[config.mk]
export PLATFORM = sky130hd
export DESIGN_NAME = ch_round_engine
export DESIGN_NICKNAME = d
export VERILOG_FILES = /design/src/rtl/ch_pkg.sv /design/src/rtl/choose.sv /design/src/rtl/ch_round_engine.sv
export SDC_FILE = /design/constraint.sdc
export NUM_CORES = 1
export LEC_CHECK = 0
export ABC_AREA = 0
export CAP_MARGIN = 10
export CORE_UTILIZATION = 30
export DETAILED_ROUTE_END_ITERATION = 6
export PLACE_DENSITY = 0.6
export SKIP_CTS_REPAIR_TIMING = 1
export SLEW_MARGIN = 20
export SYNTH_ARGS = -nofsm -noshare
export SYNTH_HDL_FRONTEND = slang
export SYNTH_SLANG_ARGS = --single-unit
[constraint.sdc]
create_clock -name clk -period 8.25 [get_ports clk]
set_clock_uncertainty 0.1 [all_clocks]
set_input_delay 1.2375 -clock clk [delete_from_list [all_inputs] [get_ports clk]]
set_output_delay 1.2375 -clock clk [all_outputs]
set_load 0.05 [all_outputs]
[src/rtl/ch_pkg.sv]
// Shared types and constants for the choose-driven round engine.
package ch_pkg;

  localparam int WIDTH = 8;

  typedef enum logic [1:0] {
    IDLE = 2'd0,
    RUN  = 2'd1,
    DONE = 2'd2
  } state_t;

  // Top bytes of the SHA-256 round constants K[0..15].
  localparam logic [WIDTH-1:0] K [16] = '{
    8'h42, 8'h71, 8'hB5, 8'hE9, 8'h39, 8'h59, 8'h92, 8'hAB,
    8'hD8, 8'h12, 8'h24, 8'h55, 8'h72, 8'h80, 8'h9B, 8'hC1
  };

  function automatic logic [WIDTH-1:0] k_of(input logic [3:0] idx);
    return K[idx];
  endfunction

endpackage

[src/rtl/choose.sv]
// Bitwise choose: each bit of a selects b (a=1) or c (a=0).
module choose #(
  parameter int W = 8
) (
  input  logic [W-1:0] a,
  input  logic [W-1:0] b,
  input  logic [W-1:0] c,
  output logic [W-1:0] chosen
);

  assign chosen = (a & b) | (~a & c);

endmodule

[src/rtl/ch_round_engine.sv]
// Round engine: holds e/f/g/h, runs ROUNDS choose-based rounds per job, one word per round.
module ch_round_engine
  import ch_pkg::*;
#(
  parameter int ROUNDS = 8
) (
  input  logic             clk,
  input  logic             rst,
  input  logic             start,
  input  logic [WIDTH-1:0] init_e,
  input  logic [WIDTH-1:0] init_f,
  input  logic [WIDTH-1:0] init_g,
  input  logic [WIDTH-1:0] init_h,
  input  logic [WIDTH-1:0] w_in,
  input  logic             w_valid,
  output logic             w_ready,
  output logic             busy,
  output logic             done,
  output logic [WIDTH-1:0] e_out,
  output logic [WIDTH-1:0] f_out,
  output logic [WIDTH-1:0] g_out,
  output logic [WIDTH-1:0] h_out,
  output state_t           state,
  output logic [3:0]       rnd
);

  // Handshake: a word is consumed on any rising edge where w_valid and w_ready
  // are both high; w_ready is high exactly while in RUN and w_in must be stable
  // while w_valid is high. Dropping w_valid stalls everything indefinitely.

  localparam logic [3:0] LAST = 4'(ROUNDS - 1);

  logic [WIDTH-1:0] chosen;
  logic [WIDTH-1:0] t1;

  choose #(.W(WIDTH)) u_choose (
    .a      (e_out),
    .b      (f_out),
    .c      (g_out),
    .chosen (chosen)
  );

  // Single-cycle round: all additions wrap at 8 bits.
  assign t1 = h_out + chosen + k_of(rnd) + w_in;

  always_ff @(posedge clk or posedge rst) begin
    if (rst) begin
      state   <= IDLE;
      e_out   <= '0;
      f_out   <= '0;
      g_out   <= '0;
      h_out   <= '0;
      rnd     <= '0;
      w_ready <= 1'b0;
      busy    <= 1'b0;
      done    <= 1'b0;
    end else begin
      case (state)
        IDLE: begin
          if (start) begin
            e_out   <= init_e;
            f_out   <= init_f;
            g_out   <= init_g;
            h_out   <= init_h;
            rnd     <= '0;
            w_ready <= 1'b1;
            busy    <= 1'b1;
            state   <= RUN;
          end
        end
        RUN: begin
          if (w_valid && w_ready) begin
            h_out <= g_out;
            g_out <= f_out;
            f_out <= e_out;
            e_out <= t1;
            rnd   <= rnd + 4'd1;
            if (rnd == LAST) begin
              w_ready <= 1'b0;
              done    <= 1'b1;
              state   <= DONE;
            end
          end
        end
        DONE: begin
          done  <= 1'b0;
          busy  <= 1'b0;
          state <= IDLE;
        end
        default: begin
          w_ready <= 1'b0;
          busy    <= 1'b0;
          done    <= 1'b0;
          state   <= IDLE;
        end
      endcase
    end
  end

endmodule

==> flow_metrics.env <==
export IMPL_port_buffers=84
export IMPL_setup_violations=0
export IMPL_relSlewSlack_pct=59.7
export IMPL_antenna_found_initial=0
export IMPL_rr_worst_depth=13
export IMPL_clkLatencyLatePin_ps=300
export IMPL_required_ps=8330
export IMPL_place_hpwl_um=5230
export IMPL_synth_warnings=0
export IMPL_overflow=0
export IMPL_worst_pin_slew_ps=605
export IMPL_fillers=913
export IMPL_cts_buffers=5
export IMPL_place_gp_congestion=0.755
export IMPL_drtIter0Drc=83
export IMPL_grt_pass1_vias=2552
export IMPL_seq_area_frac_synth_pct=36.7
export IMPL_outcome="complete, no violations"
export IMPL_drive_gt1_share_pct=4.13
export IMPL_hold_path_depth=1
export IMPL_vias=2475
export IMPL_synth_area_leaders="dfrtp_1 (37%), fa_1 (10%), nand2_1 (9.9%), ha_1 (6.3%), a31oi_1 (6.0%)"
export IMPL_cts_sinks=41
export IMPL_worst_path_largest_cell_delay_ps=540
export IMPL_fin_tns_setup_ps=0
export IMPL_critPathKind="in -> reg"
export IMPL_rows=34
export IMPL_cp_start_kind="primary input"
export IMPL_htreeDepth=2
export IMPL_rsz0062_at_grt="no"
export IMPL_drtAntennaViolNets=0
export IMPL_synth_area_sq_mm=0.00279
export IMPL_design_die_area_sq_mm=0.00970
export IMPL_core_sq_mm=0.00885
export IMPL_chipHeight_um=98.5
export IMPL_area_growth_synth_to_final_pct=37.3
export IMPL_critPathMaxFanout=2
export IMPL_path_depth=12
export IMPL_track_usage_pct=15.8
export IMPL_fin_crit_sh_pct=54.1
export IMPL_nets=483
export IMPL_ios=85
export IMPL_wirelength_um=7160
export IMPL_cp_end_kind="register"
export IMPL_start_util_pct=31.6
export IMPL_drc=0
export IMPL_clock_fmax_ghz=0.224
export IMPL_final_hold_violation_count=0
export IMPL_drt_pass1_iter_count=7
export IMPL_synthDistinctLibCells=33
export IMPL_vias_per_cell=4.76
export IMPL_critPathBufInv=3
export IMPL_cts_buffer_depth=2
export IMPL_mostFrequentLayoutCells="clkdlybuf4s50_1 (84), nand2_1 (74), dfrtp_1 (41)"
export IMPL_grt_pass1_wl_um=12100
export IMPL_max_cap_violations=0
export IMPL_arrival_ps=4540
export IMPL_finalCriticalPeriod_ps=4470
export IMPL_die_width_um=98.5
export IMPL_cts_tree="built"
export IMPL_syn_inst=334
export IMPL_crit_path_frequent_cell="fa_1"
export IMPL_hold_path_class="reg -> reg"
export IMPL_path_clk_slew_ps=80
export IMPL_ys_ff_latch=41
export IMPL_syn_avg_cell_area_sq_um=8.36
export IMPL_mostFrequentLayoutCell="clkdlybuf4s50_1"
export IMPL_synth_top_area_cell="dfrtp_1"
export IMPL_synth_top_cell_area_share_pct=36.7
export IMPL_wire_per_inst_um=13.8
export IMPL_path_cells="clkdlybuf4s50_1, inv_1, fa_1, fa_1, inv_1, ha_1, fa_1, a21o_1, a21oi_1, o21ai_0, and3_1, or3_1"
export IMPL_diodes=0
export IMPL_grt_max_degree=62
export IMPL_crit_family="adder cells"
export IMPL_root_buffer="clkbuf_8"
export IMPL_synth_nets=406
export IMPL_drv_slew=0
export IMPL_cp_slowest_cell="fa_1"
[path summary, 6_finish.rpt]
check / start / to / slack [ps]
setup / recovery: w_in[1] / e_out[7]$_DFFE_PP0P_ / 3780
hold / removal: done$_DFFE_PP0P_ / done$_DFFE_PP0P_ / 410
setup reg to reg: rnd[1]$_DFFE_PP0P_ / e_out[7]$_DFFE_PP0P_ / 4500
hold reg to reg: done$_DFFE_PP0P_ / done$_DFFE_PP0P_ / 410
max in group asynchronous: rst / e_out[3]$_DFFE_PP0P_ / 6400
min in group asynchronous: rst / state[1]$_DFFE_PP0P_ / 1270
[worst reg2reg max path: stages, from the launching register on]
cell and delay, ps:
dfrtp_1 500, inv_1 190, ha_1 250, nor2_1 60, o31a_1 320, fa_1 480
inv_1 40, ha_1 210, fa_1 420, a21o_1 180, a21oi_1 230, o21ai_0 150
and3_1 190, or3_1 330
[kinds of logic (layout without fill, tap and decap cells)]
group                      after synthesis  in the layout  share of synthesized area [%]
AOI/OAI and AO/OA                       66             66                           14.2
xor gates and xnor gates                10             10                           3.14
adders and majority gates               28             28                           16.3
buffers and inverters                   48            126                           6.77
DFF                                     41             41                           36.7
muxes                                   11             11                           4.03
and+or+nand+nor                        130            130                           18.9
[area by class of cell]
cell class,instances,area (sq um),area share (%)
inverter,30,113,2.94
timing repair buffer,88,871,22.7
sequential,41,1030,26.8
tap,108,135,3.52
multi-input combinational,245,1590,41.4
clock buffer,7,96.3,2.51
clock inverter,1,5.00,0.131
[per-stage QoR]
stage / cells / cell area [sq um] / util [%] / hold slack [ps] / setup WS (ps)
after global routing: 520 / 3830 / 43.3 / 447 / 3660
after global placement: 512 / 3730 / 42.2 / 367 / 3500
final: 520 / 3830 / 43.3 / 409 / 3780
after floorplan: 334 / 2790 / - / 648 / 4120
after detailed placement: 512 / 3730 / 42.2 / 403 / 3450
after CTS: 520 / 3830 / 43.3 / 421 / 3770
[cells in the mapped netlist]
cell	number
o21ai_0	16
xor2_1	3
nand3_1	6
a31oi_1	27
o31a_1	1
nand2_1	74
ha_1	14
mux2i_1	9
a21oi_1	12
nor2b_1	3
o211ai_1	1
or2_2	1
xnor2_1	7
and3_1	2
o32ai_1	1
dfrtp_1	41
o21a_1	1
o21bai_1	1
buf_2	4
buf_1	2
fa_1	14
buf_4	1
or3_1	2
a211oi_1	1
clkbuf_1	11
nand2b_1	2
nand4_1	1
inv_1	30
nor3_1	3
mux2_2	2
nor2_1	36
a21oi_2	1
a21o_1	4
[registers in the layout (all words and copies together), names as in the netlist]
signal   flops
busy         1
h_out        8
rnd          4
w_ready      1
state        2
e_out        8
g_out        8
f_out        8
done         1
[layer usage]
| metal | track usage (%) | up-vias | wire (um) |
|---|---|---|---|
| li1 | - | 1245 | - |
| met1 | 20.0 | 1164 | 3150 |
| met2 | 27.4 | 61 | 3620 |
| met3 | 2.70 | 5 | 280 |
| met4 | 5.05 | 0 | 99 |
| met5 | 0 | - | 0 |
Power is left out: the tool's default activity adds up to more than one toggle a clock period on the data nets, which glitch-free logic cannot reach.
